===== src/rtl/jtag_tap_controller.sv =====
// IEEE 1149.1-style TAP controller: 16-state TAP FSM, instruction register and
// boundary-scan cell controls. Define JTAG_IDCODE_EN to build the 32-bit IDCODE register.
module jtag_tap_controller #(
  parameter int          IR_WIDTH   = 4,
  parameter logic [31:0] IDCODE_VAL = 32'h1000_0001
) (
  input  logic                Clock,
  input  logic                Reset,
  input  logic                TMS,
  input  logic                TDI,
  output logic                TDO,
  output logic                TDO_En,
  output logic                ShiftIn,
  input  logic                ShiftOut,
  output logic                ShiftDR,
  output logic                ClockDR,
  output logic                UpdateDR,
  output logic                Mode,
  output logic [3:0]          State,
  output logic [IR_WIDTH-1:0] Instr
);

  typedef enum logic [3:0] {
    TLR   = 4'hF, RTI   = 4'hC,
    SELDR = 4'h7, CAPDR = 4'h6, SHDR  = 4'h2, EX1DR = 4'h1,
    PAUDR = 4'h3, EX2DR = 4'h0, UPDDR = 4'h5,
    SELIR = 4'h4, CAPIR = 4'hE, SHIR  = 4'hA, EX1IR = 4'h9,
    PAUIR = 4'hB, EX2IR = 4'h8, UPDIR = 4'hD
  } tap_state_e;

  localparam logic [IR_WIDTH-1:0] OP_EXTEST = '0;
  localparam logic [IR_WIDTH-1:0] OP_SAMPLE = IR_WIDTH'(1);
  localparam logic [IR_WIDTH-1:0] OP_IDCODE = IR_WIDTH'(2);
  localparam logic [IR_WIDTH-1:0] OP_BYPASS = '1;

`ifdef JTAG_IDCODE_EN
  localparam logic ID_BUILD = 1'b1;
`else
  localparam logic ID_BUILD = 1'b0;
`endif
  // An ID value with LSB 0 is not a legal IDCODE, so IDCODE then falls back to BYPASS.
  localparam logic ID_PRESENT = ID_BUILD & IDCODE_VAL[0];
  localparam logic [IR_WIDTH-1:0] INSTR_RESET = ID_PRESENT ? OP_IDCODE : OP_BYPASS;

  tap_state_e          state, state_next;
  logic [IR_WIDTH-1:0] ir_sr;
  logic [IR_WIDTH-1:0] active_ir;
  logic                bypass_reg;
  logic                id_lsb;
  logic                sel_bsr, sel_id, sel_byp;

  assign State   = state;
  assign Instr   = active_ir;
  assign ShiftIn = TDI;
  assign Mode    = (active_ir == OP_EXTEST);

  assign sel_bsr = (active_ir == OP_EXTEST) || (active_ir == OP_SAMPLE);
  assign sel_id  = ID_PRESENT && (active_ir == OP_IDCODE);
  assign sel_byp = !sel_bsr && !sel_id;

  // State register
  always_ff @(posedge Clock) begin
    if (Reset) state <= TLR;
    else       state <= state_next;
  end

  // Next-state decode
  always_comb begin
    state_next = state;
    unique case (state)
      TLR:   state_next = TMS ? TLR   : RTI;
      RTI:   state_next = TMS ? SELDR : RTI;
      SELDR: state_next = TMS ? SELIR : CAPDR;
      CAPDR: state_next = TMS ? EX1DR : SHDR;
      SHDR:  state_next = TMS ? EX1DR : SHDR;
      EX1DR: state_next = TMS ? UPDDR : PAUDR;
      PAUDR: state_next = TMS ? EX2DR : PAUDR;
      EX2DR: state_next = TMS ? UPDDR : SHDR;
      UPDDR: state_next = TMS ? SELDR : RTI;
      SELIR: state_next = TMS ? TLR   : CAPIR;
      CAPIR: state_next = TMS ? EX1IR : SHIR;
      SHIR:  state_next = TMS ? EX1IR : SHIR;
      EX1IR: state_next = TMS ? UPDIR : PAUIR;
      PAUIR: state_next = TMS ? EX2IR : PAUIR;
      EX2IR: state_next = TMS ? UPDIR : SHIR;
      UPDIR: state_next = TMS ? SELDR : RTI;
      default: state_next = TLR;
    endcase
  end

  // Output decode
  always_comb begin
    TDO      = 1'b0;
    TDO_En   = 1'b0;
    ShiftDR  = 1'b0;
    ClockDR  = 1'b0;
    UpdateDR = 1'b0;
    case (state)
      SHIR: begin
        TDO_En = 1'b1;
        TDO    = ir_sr[0];
      end
      SHDR: begin
        TDO_En  = 1'b1;
        ShiftDR = sel_bsr;
        ClockDR = sel_bsr;
        if (sel_bsr)     TDO = ShiftOut;
        else if (sel_id) TDO = id_lsb;
        else             TDO = bypass_reg;
      end
      CAPDR:   ClockDR  = sel_bsr;
      UPDDR:   UpdateDR = sel_bsr;
      default: ;
    endcase
  end

  // Instruction shift register and active instruction
  always_ff @(posedge Clock) begin
    if (Reset) begin
      ir_sr     <= '0;
      active_ir <= INSTR_RESET;
    end else begin
      if (state == CAPIR)     ir_sr <= IR_WIDTH'(1);
      else if (state == SHIR) ir_sr <= {TDI, ir_sr[IR_WIDTH-1:1]};

      if (state_next == TLR)  active_ir <= INSTR_RESET;
      else if (state == UPDIR) active_ir <= ir_sr;
    end
  end

  always_ff @(posedge Clock) begin
    if (Reset) begin
      bypass_reg <= 1'b0;
    end else if (sel_byp) begin
      if (state == CAPDR)     bypass_reg <= 1'b0;
      else if (state == SHDR) bypass_reg <= TDI;
    end
  end

`ifdef JTAG_IDCODE_EN
  logic [31:0] id_sr;

  always_ff @(posedge Clock) begin
    if (Reset) begin
      id_sr <= IDCODE_VAL;
    end else if (sel_id) begin
      if (state == CAPDR)     id_sr <= IDCODE_VAL;
      else if (state == SHDR) id_sr <= {TDI, id_sr[31:1]};
    end
  end

  assign id_lsb = id_sr[0];
`else
  assign id_lsb = 1'b0;
`endif

endmodule


===== config.mk =====
export PLATFORM = sky130hd
export DESIGN_NAME = jtag_tap_controller
export DESIGN_NICKNAME = d
export VERILOG_FILES = /design/src/rtl/jtag_tap_controller.sv
export SDC_FILE = /design/constraint.sdc
export NUM_CORES = 1
export LEC_CHECK = 0
export ABC_AREA = 1
export BUFFER_PORTS_ARGS = -buffer_cell sky130_fd_sc_hd__buf_2
export CORE_AREA = 2 2 39 41
export CTS_BUF_LIST = sky130_fd_sc_hd__clkbuf_4
export DETAILED_ROUTE_END_ITERATION = 8
export DIE_AREA = 0 0 41 43
export GPL_TIMING_DRIVEN = 0
export PLACE_DENSITY = 0.77
export SETUP_SLACK_MARGIN = 0.2
export SLEW_MARGIN = 10
export SYNTH_ARGS = -nofsm -noshare
export SYNTH_HDL_FRONTEND = slang
export SYNTH_SLANG_ARGS = --single-unit

===== constraint.sdc =====
create_clock -name Clock -period 2.7 [get_ports Clock]
set_input_delay 0.135 -clock Clock [delete_from_list [all_inputs] [get_ports Clock]]
set_output_delay 0.135 -clock Clock [all_outputs]
set_load 0.01 [all_outputs]

==> reports/metrics.yaml, run 1 <==
routing:
  via_per_inst: 5.03
  wl_met3_um: 79
  drt_pass1_iterations: 4
  drc: 0
  vias: 760
  wire_per_inst_um: 10.2
  ant_nets: 0
  drt-total-wl_um: 1540
  dr.max_layer_used: "met4"
  m1WireLength_um: 703
  routed-wl-met2_um: 744
  drt_iter0_markers: 10
setup_path:
  rr_startpoint: "State[0]$_SDFF_PP1_"
  path_buf_inv: 4
  reg2reg_slack_ns: 1.35
  start_kind: "flip-flop"
  end_kind: "output pin"
  arrival_ns: 1.56
  cp.required_ns: 2.57
  crit_fanout: 10
  cp.depth: 7
  critical_path.top_delay_family: "buffers and inverters"
  path_cells: "buf_6 > inv_2 > nand2_1 > nor2_1 > inv_1 > o22ai_1 > buf_2"
  reg2reg_to: "Instr[3]$_SDFFE_PP1P_"
  critPathKind: "reg -> out"
  cpPeakStageDelay_ns: 0.32
  crit_slowest_cell: "dfxtp_1"
  rr_worst_depth: 9
power:
  ir_worst_vdd_v: 0.000473
  leakagePower_nw: 0.449
  p_per_area_nw_per_um2: 1000
layout:
  areaGrowthSynthToFinish_pct: 19.8
  final_nets: 141
  utilization_pct: 61.2
  diodes: 0
  drive_above_1_share_pct: 23.7
  fillers: 148
floorplanning:
  start_util_pct: 51.1
  io_pins: 20
  die_width_um: 41
  die_y_um: 43
  die-area_um2: 1760
  coreArea_um2: 1380
  rows: 14
clock_tree:
  hold_buffers: 0
  cts_setup_buffers: 0
  numCtsBuffers: 3
  clockBufferDepth: 2
  cts.sinks: 13
  clkLatencyLatePin_ns: 0.27
  cts_tree: "done"
  cts_root_buffer: "clkbuf_4"
  ctsResizeCount: 0
  cts_max_level: 1
  clk_pin_slew_worst_paths_ns: 0.08
grt:
  grt_max_degree: 11
  antenna_found_initial: 0
  grt_pass1_wl_um: 2420
  overflow: 0
  groute.usage.overall_pct: 20.2
  grt_pass1_vias: 613
logic_synthesis:
  synth_area_um2: 707
  ys_seq_area_share_pct: 36.8
  syn_inst: 113
  yosysWarningCount: 0
  synth_cell_types: 19
  ys_ff_latch: 13
  syn_nets: 118
  avgSynthCellArea_um2: 6.26
sta:
  finClkSkew_ns: 0.00482
  slew_viol_final: 0
  fin_crit_sh_pct: 62.7
  hold_viol: 0
  rsz0062_at_grt: "no"
  setup_ws_ns: 1.01
  period_needed_ns: 1.69
  setup_viol: 0
  hold_slack_ns: 0.0916
  max_slew_margin_pct: 82.0
  fmax_ghz: 0.591
  tns_ns: 0
  max_slew.worst_pin.slew_ns: 0.269
placed_design:
  io_buffers: 18
  gp_congestion: 0.737
  dp_slack_ns: 1.29
  dp.final_hpwl_um: 1230
worst_hold_path:
  hold_end: "bypass_reg$_SDFFE_PP0P_"
  hold_start: "Reset"
  hp-class: "in -> reg"
  min_path_cells: 2
run:
  drv_cap: 0
outcome:
  status: "complete, no violations"
-- cells by family after synthesis --
logic type	count (synthesis)	share of synthesized area [%]
buf+inv	20	12.4
flops	13	36.8
simple gates	62	37.3
compound gates	18	13.5
-- cells in the final DEF, fill, tap and decap left out --
cell type	Yosys	layout
nand2_1	33	33
buf_2	1	19
nor2_1	18	18
inv_1	15	15
dfxtp_1	13	13
a21oi_1	9	9
o21ai_0	6	6
nand3_1	4	4
clkbuf_4	0	4
inv_2	2	2
nor3_1	2	2
nand2_2	2	2
buf_6	1	1
o22ai_1	1	1
nor2_4	1	1
nor2_2	1	1
nand4_2	1	1
a31oi_1	1	1
a211oi_1	1	1
buf_4	1	1
-- how the worst max path moves through the flow --
stage / startpoint / end / slack (ns)
finish: State[2]$_SDFF_PP1_ / TDO / 1.01
floorplan: State[2]$_SDFF_PP1_ / TDO / 1.45
detailed placement: State[2]$_SDFF_PP1_ / TDO / 1.29
CTS: State[2]$_SDFF_PP1_ / TDO / 1.0
global route: State[2]$_SDFF_PP1_ / TDO / 0.84
global placement: State[2]$_SDFF_PP1_ / TDO / 1.32
-- layer usage --
metal | up-vias | global-route usage, %
met1 | 344 | 26.2
met4 | 0 | 8.00
met5 | - | 0
met3 | 2 | 4.71
met2 | 21 | 30.9
li1 | 393 | -
-- area by class of cell --
class	instances	area (µm²)	share of cell area, %
buffer	3	23.8	2.81
clock buffer	4	30.0	3.55
inverter	17	63.8	7.53
multi-input combinational	80	359	42.4
sequential	13	260	30.7
tap	16	20.0	2.36
timing repair buffer	18	90.1	10.6
-- Yosys cell counts --
cell	instances	area, µm²
buf_6	1	11.3
nor2_1	18	67.6
nand3_1	4	20.0
nand2_1	33	124
a211oi_1	1	7.51
nor2_2	1	6.26
nand2_2	2	12.5
o22ai_1	1	6.26
a21oi_1	9	45.0
nor3_1	2	10.0
dfxtp_1	13	260
nand4_2	1	12.5
nor2_4	1	11.3
a31oi_1	1	6.26
inv_1	15	56.3
buf_4	1	7.51
buf_2	1	5.00
o21ai_0	6	30.0
inv_2	2	7.51
-- report_power, final --
group | leakage, nW | internal [mW] | total [mW] | switching (mW)
clock network | 0.0184 | 0.0672 | 0.125 | 0.0577
registers | 0.107 | 0.250 | 0.296 | 0.0461
logic | 0.323 | 0.153 | 0.427 | 0.274
total | 0.449 | 0.470 | 0.848 | 0.378
-- per-stage QoR --
stage | power [mW] | area, µm² | cells
2_1_floorplan | 0.616 | 707 | 113
3_3_place_gp | 0.717 | 817 | 147
3_5_place_dp | 0.729 | 817 | 147
4_1_cts | 0.855 | 847 | 151
5_1_grt | 0.927 | 847 | 151
6_report | 0.848 | 847 | 151
Power figures use the tool's default switching activity.
==> run 2, diff against run 1 <==
--- a/config.mk
+++ b/config.mk
@@ -5,14 +5,13 @@
 export SDC_FILE = /design/constraint.sdc
 export NUM_CORES = 1
 export LEC_CHECK = 0
-export ABC_AREA = 1
+export ABC_AREA = 0
 export BUFFER_PORTS_ARGS = -buffer_cell sky130_fd_sc_hd__buf_2
-export CORE_AREA = 2 2 39 41
+export CORE_UTILIZATION = 52
 export CTS_BUF_LIST = sky130_fd_sc_hd__clkbuf_4
 export DETAILED_ROUTE_END_ITERATION = 8
-export DIE_AREA = 0 0 41 43
 export GPL_TIMING_DRIVEN = 0
-export PLACE_DENSITY = 0.77
+export PLACE_DENSITY = 0.76
 export SETUP_SLACK_MARGIN = 0.2
 export SLEW_MARGIN = 10
 export SYNTH_ARGS = -nofsm -noshare
==> constraint.sdc (replaced) <==
create_clock -name Clock -period 1.8 [get_ports Clock]
set_input_delay 0.09 -clock Clock [delete_from_list [all_inputs] [get_ports Clock]]
set_output_delay 0.09 -clock Clock [all_outputs]
set_load 0.01 [all_outputs]
==> run 2 against run 1 <==
  * Sequential cell count did not move
  * Cell area down 0.59%
  * Via count shrank 8.7%
  * Highest routed layer unchanged
  * Critical path depth down 3
  * Largest cell class unchanged
  * Clock-buffer cell count stayed put
  * Register-to-register slack worse by 0.92 ns
  * First-iteration DRC count increased by 90%
  * Final cell count decreased by 23%
==> reports/metrics.yaml, run 2 <==
routing:
  ant_nets: 0  # unchanged
  drt-total-wl_um: 1490  # -2.8%
  drt_iter0_markers: 19  # +9
  drc: 0  # unchanged
  vias: 694  # -8.7%
  wire_per_inst_um: 12.9  # +27%
  via_per_inst: 5.98  # +19%
  drt_pass1_iterations: 4  # unchanged
grt:
  overflow: 0  # unchanged
  antenna_found_initial: 0  # unchanged
  grt_max_degree: 11  # unchanged
  groute.usage.overall_pct: 24.5  # +4.3 points
  grt_pass1_vias: 558  # -9.0%
  grt_pass1_wl_um: 2420  # -0.25%
sta:
  period_needed_ns: 1.52
  tns_ns: 0  # unchanged
  max_slew_margin_pct: 70.7  # -11 points
  max_slew.worst_pin.slew_ns: 0.440  # +0.171 ns
  hold_slack_ns: 0.118  # +0.0268 ns
  fin_crit_sh_pct: 84.4
  slew_viol_final: 0  # unchanged
  rsz0062_at_grt: "no"
  hold_viol: 0  # unchanged
  finClkSkew_ns: 0.00589  # +0.00106 ns
  fmax_ghz: 0.658
  setup_viol: 0  # unchanged
setup_path:
  critPathKind: "reg -> out"
  cpPeakStageDelay_ns: 0.33  # about the same
  reg2reg_slack_ns: 0.43  # -0.92 ns
  rr_startpoint: "State[0]$_SDFF_PP1_"
  end_kind: "output pin"
  arrival_ns: 1.43  # -0.13 ns
  path_buf_inv: 3  # -1
  setup.worst_path.start: "State[3]$_SDFF_PP1_"
  cp.required_ns: 1.71  # -0.86 ns
  start_kind: "flip-flop"
  path_cells: "clkbuf_4 > buf_6 > a2111oi_2 > buf_2"
  crit_slowest_cell: "a2111oi_2"
  critical_path.top_delay_family: "buffers and inverters"
  crit_fanout: 10  # unchanged
clock_tree:
  cts_tree: "done"
  cts_root_buffer: "clkbuf_4"
  hold_buffers: 0  # unchanged
  cts_max_level: 1  # unchanged
  cts.sinks: 13  # unchanged
  clkLatencyLatePin_ns: 0.28  # about the same
  numCtsBuffers: 3  # unchanged
  clk_pin_slew_worst_paths_ns: 0.08  # about the same
  clockBufferDepth: 2  # unchanged
floorplanning:
  die_width_um: 38.3  # -6.6%
  coreArea_um2: 1170  # -15%
  io_pins: 20  # unchanged
  die_y_um: 38.3  # -11%
  rows: 12  # -2
  die-area_um2: 1470  # -17%
  start_util_pct: 58.5  # +7.5 points
worst_hold_path:
  hp-class: "in -> reg"
  hold_start: "TMS"
power:
  leakagePower_nw: 0.364  # -19%
  ir_worst_vdd_v: 0.000619  # +31%
  p_per_area_nw_per_um2: 868  # -13%
layout:
  drive_above_1_share_pct: 34.3  # +11 points
  diodes: 0  # unchanged
  multiInputGateArea_um2: 392  # +9.1%
  final_cell_mix: "buf_2 (20), dfxtp_1 (13), nand2_1 (7), a21oi_1 (6)"
  fillers: 111  # -25%
  final_common_cell: "buf_2"
  seqCellArea_um2: 260  # unchanged
  final_nets: 108  # -23%
  areaGrowthSynthToFinish_pct: 22.8
placed_design:
  dp.final_hpwl_um: 1030  # -16%
  gp_congestion: 0.773  # +4.8%
  io_buffers: 18  # unchanged
logic_synthesis:
  synth_flop_cell: "dfxtp_1"
  synthTopCellsByArea: "dfxtp_1 (38%), mux2i_1 (5.8%), a21oi_1 (4.4%)"
  synth_area_um2: 686  # -3.0%
  syn_nets: 85  # -28%
  avgSynthCellArea_um2: 8.57  # +37%
  yosys.area.top_type: "dfxtp_1"
  synth_cell_types: 34  # +15
  ys_seq_area_share_pct: 38.0  # +1.1 points
  ys_async_sr_fraction_pct: 0  # unchanged
  yosysWarningCount: 0  # unchanged
  synth_top_area_share_pct: 38.0  # +1.1 points
  syn_inst: 80  # -29%
  ys_ff_latch: 13  # unchanged
  synthTopCellsByCount: "dfxtp_1 (13), nand2_1 (7), a21oi_1 (6)"
  synth_edf_count: 0  # unchanged
  post-synth-top-count-cell: "dfxtp_1"
run:
  drv_cap: 0  # unchanged
outcome:
  status: "complete, no violations"
[run 2: cell type report]
cell class	instances	share of cell area, %
repair buffers	18	10.7
well taps	14	2.08
multi-input cells	58	46.5
plain buffers	7	5.35
inverters	2	0.892
clock buffers	4	3.57
flip-flops and latches	13	30.9
[run 2: cell families after synthesis]
kind of cell | share of synthesized area, %
AOI/OAI and AO/OA | 19.7
buffers and inverters | 6.57
DFF | 38.0
muxes | 5.84
and+or+nand+nor | 29.9
[run 2: worst paths after layout]
kind                            to  cells after the start
max                            TDO                      4
min            State[0]$_SDFF_PP1_                      2
max reg2reg  Instr[0]$_SDFFE_PP1P_                      4
min reg2reg  ir_sr[2]$_SDFFE_PP0N_                      2
[run 2: through the flow]
stage	instances	cell area, µm²	utilization (%)	total power [mW]	setup WS [ns]
after floorplan	80	686	-	0.476	0.370
after global placement	112	793	67.7	0.525	0.463
after detailed placement	112	793	67.7	0.530	0.453
after CTS	116	823	70.3	0.723	0.214
after global routing	116	842	71.9	0.770	0.206
final	116	842	71.9	0.731	0.281
[run 2: where the power goes]
group | internal [mW] | switching (mW) | total [mW]
clock | 0.101 | 0.0968 | 0.198
combinational | 0.0877 | 0.107 | 0.195
sequential | 0.312 | 0.0265 | 0.338
[run 2: repair_timing]
item / in CTS / in global routing
gates resized for setup: 0 / 7
setup endpoints to repair: 0 / 1
setup buffers: 0 / 0
[run 2: metal layers]
| layer | vias up | global-route usage [%] | part of all wire (%) |
|---|---|---|---|
| li1 | 336 | - | - |
| met1 | 332 | 30.9 | 48 |
| met2 | 22 | 39.8 | 45 |
| met3 | 4 | 5.23 | 5.0 |
| met4 | 0 | 10.7 | 1.4 |
| met5 | - | 0 | 0 |
==> run 3, diff against run 2 <==
--- a/config.mk
+++ b/config.mk
@@ -7,11 +7,11 @@
 export LEC_CHECK = 0
 export ABC_AREA = 0
 export BUFFER_PORTS_ARGS = -buffer_cell sky130_fd_sc_hd__buf_2
-export CORE_UTILIZATION = 52
+export CORE_UTILIZATION = 47
 export CTS_BUF_LIST = sky130_fd_sc_hd__clkbuf_4
 export DETAILED_ROUTE_END_ITERATION = 8
 export GPL_TIMING_DRIVEN = 0
-export PLACE_DENSITY = 0.76
+export PLACE_DENSITY = 0.72
 export SETUP_SLACK_MARGIN = 0.2
 export SLEW_MARGIN = 10
 export SYNTH_ARGS = -nofsm -noshare
==> constraint.sdc (replaced) <==
create_clock -name Clock -period 1.3 [get_ports Clock]
set_input_delay 0.065 -clock Clock [delete_from_list [all_inputs] [get_ports Clock]]
set_output_delay 0.065 -clock Clock [all_outputs]
set_load 0.01 [all_outputs]
==> run 3 against run 2 <==
  * Clock skew is 0.0022 ns higher
  * Non-clock buffer count is 10 higher
  * Sequential power increased by 41%
  * Largest cell class unchanged
  * Final cell count up 9.5%
  * Sequential share of layout area decreased by 5.9 points
  * Core utilization increased by 12 points
  * Global-route usage is 0.84 points higher
  * Combinational power rose by 120%
  * Highest routed layer unchanged
  * The flow now finishes with violations (negative setup slack)
==> reports/metrics.yaml, run 3 (same netlist as run 2, synthesis figures left out) <==
placed_design:
  gp_congestion: 0.777  # +0.48%
  dp.final_hpwl_um: 1140  # +11%
  io_buffers: 18  # unchanged
routing:
  vias: 731  # +5.3%
  via_per_inst: 5.76  # -3.8%
  ant_nets: 0  # unchanged
  drt-total-wl_um: 2030  # +36%
  drt_iter0_markers: 19  # unchanged
  drt_pass1_iterations: 4  # unchanged
  drc: 0  # unchanged
  wire_per_inst_um: 16.0  # +24%
setup_path:
  cp.required_ns: 1.24  # -0.47 ns
  critPathKind: "reg -> out"
  end_kind: "output pin"
  crit_fanout: 5  # -5
  arrival_ns: 1.37  # -0.06 ns
  start_kind: "flip-flop"
layout:
  areaGrowthSynthToFinish_pct: 62.8
  drive_above_1_share_pct: 64.3  # +30 points
  utilization_pct: 83.7  # +12 points
  final_cell_mix: "buf_2 (18), buf_4 (8), dfxtp_1 (6), buf_6 (6), nand2_1 (6)"
  final_common_cell: "buf_2"
  diodes: 0  # unchanged
  final_nets: 118  # +9.3%
  fillers: 82  # -26%
grt:
  grt_busiest_layer: "met2"
  antenna_found_initial: 0  # unchanged
  grt_pass1_wl_um: 2580  # +6.8%
  grt_use_met3_pct: 8.33  # +3.1 points
  overflow: 0  # unchanged
  grt_pass1_vias: 603  # +8.1%
  groute.usage.overall_pct: 25.3  # +0.84 points
  met2_usage_pct: 45.6  # +5.7 points
  use_met1_pct: 27.1  # -3.8 points
  grt_max_degree: 11  # unchanged
sta:
  rsz0062_at_grt: "yes"
  max_slew_margin_pct: 71.6  # +0.94 points
  max_slew.worst_pin.slew_ns: 0.426  # -0.0141 ns
  hold_viol: 0  # unchanged
  tns_ns: -0.577  # -0.577 ns
  finClkSkew_ns: 0.00804  # +0.00215 ns
  fmax_ghz: 0.695
  setup_viol: 6  # +6
  setup_ws_ns: -0.139  # -0.420 ns
  period_needed_ns: 1.44
  slew_viol_final: 0  # unchanged
  fin_crit_sh_pct: 111
clock_tree:
  cts_root_buffer: "clkbuf_4"
  clk_pin_slew_worst_paths_ns: 0.08  # about the same
  clockBufferDepth: 2  # unchanged
  cts.sinks: 13  # unchanged
  hold_buffers: 0  # unchanged
  clkLatencyLatePin_ns: 0.28  # about the same
  cts_tree: "done"
  cts_max_level: 1  # unchanged
  numCtsBuffers: 3  # unchanged
power:
  leakagePower_nw: 0.466  # +28%
  p_per_area_nw_per_um2: 1060  # +22%
  power_mw: 1.18  # +62%
  ir_worst_vdd_v: 0.000683  # +10%
run:
  drv_cap: 0  # unchanged
floorplanning:
  io_pins: 20  # unchanged
  die_y_um: 40.2  # +4.9%
  die-area_um2: 1620  # +10%
  rows: 13  # +1
  die_width_um: 40.2  # +4.9%
  start_util_pct: 51.4  # -7.1 points
  coreArea_um2: 1330  # +14%
worst_hold_path:
  hp-class: "in -> reg"
outcome:
  status: "finished, violations left"
  violations: "negative setup slack"
==> run 3: layout make-up <==
cell class | count | area, µm² | share of cell area, %
well taps | 15 | 18.8 | 1.68
multi-input cells | 58 | 529 | 47.4
flip-flops and latches | 13 | 279 | 25.0
repair buffers | 28 | 184 | 16.5
plain buffers | 7 | 67.6 | 6.05
clock buffers | 4 | 30.0 | 2.69
inverters | 2 | 7.51 | 0.673
==> run 3: per-layer routing <==
layer  vias up  part of all wire [%]
li1        356                     -
met5         -                     0
met2        20                    53
met1       353                    43
met3         2                   3.6
met4         0                  0.64
==> run 3: power by group <==
group	internal, mW	leakage, nW	total (mW)	switching (mW)
sequential	0.437	0.106	0.477	0.0399
clock	0.140	0.0184	0.272	0.133
combinational	0.214	0.342	0.435	0.221
total	0.791	0.466	1.18	0.394
==> run 3: critical path, stage by stage, from the launching register on <==
cell	delay (ns)
dfxtp_2	0.35
o31a_1	0.31
a211oi_2	0.23
a2111oi_4	0.05
buf_2	0.15
==> run 3: worst paths after layout <==
kind,start,to,slack (ns),cells past startpoint
worst max-delay path,Instr[1]$_SDFFE_PP1P_,TDO,-0.14,4
worst min-delay path,TMS,State[0]$_SDFF_PP1_,0.18,2
worst max register to register,Instr[1]$_SDFFE_PP1P_,bypass_reg$_SDFFE_PP0P_,-0.04,4
worst min register to register,ir_sr[3]$_SDFFE_PP0N_,ir_sr[3]$_SDFFE_PP0N_,0.49,2
==> run 3: per-stage QoR <==
step / setup slack [ns] / hold slack [ns] / std cells / instance area [µm²]
finish: -0.139 / 0.175 / 127 / 1120
global placement: 0.0584 / 0.389 / 113 / 851
floorplan: 0.135 / 0.203 / 80 / 742
CTS: -0.135 / 0.0994 / 125 / 1050
detailed placement: 0.0396 / 0.378 / 113 / 851
global route: -0.214 / 0.176 / 127 / 1120
==> run 3: timing repair <==
item	in CTS	in global routing
resized for setup	25	13
pin swaps	11	6
endpoints found under the setup margin	15	19
setup buffers	8	2
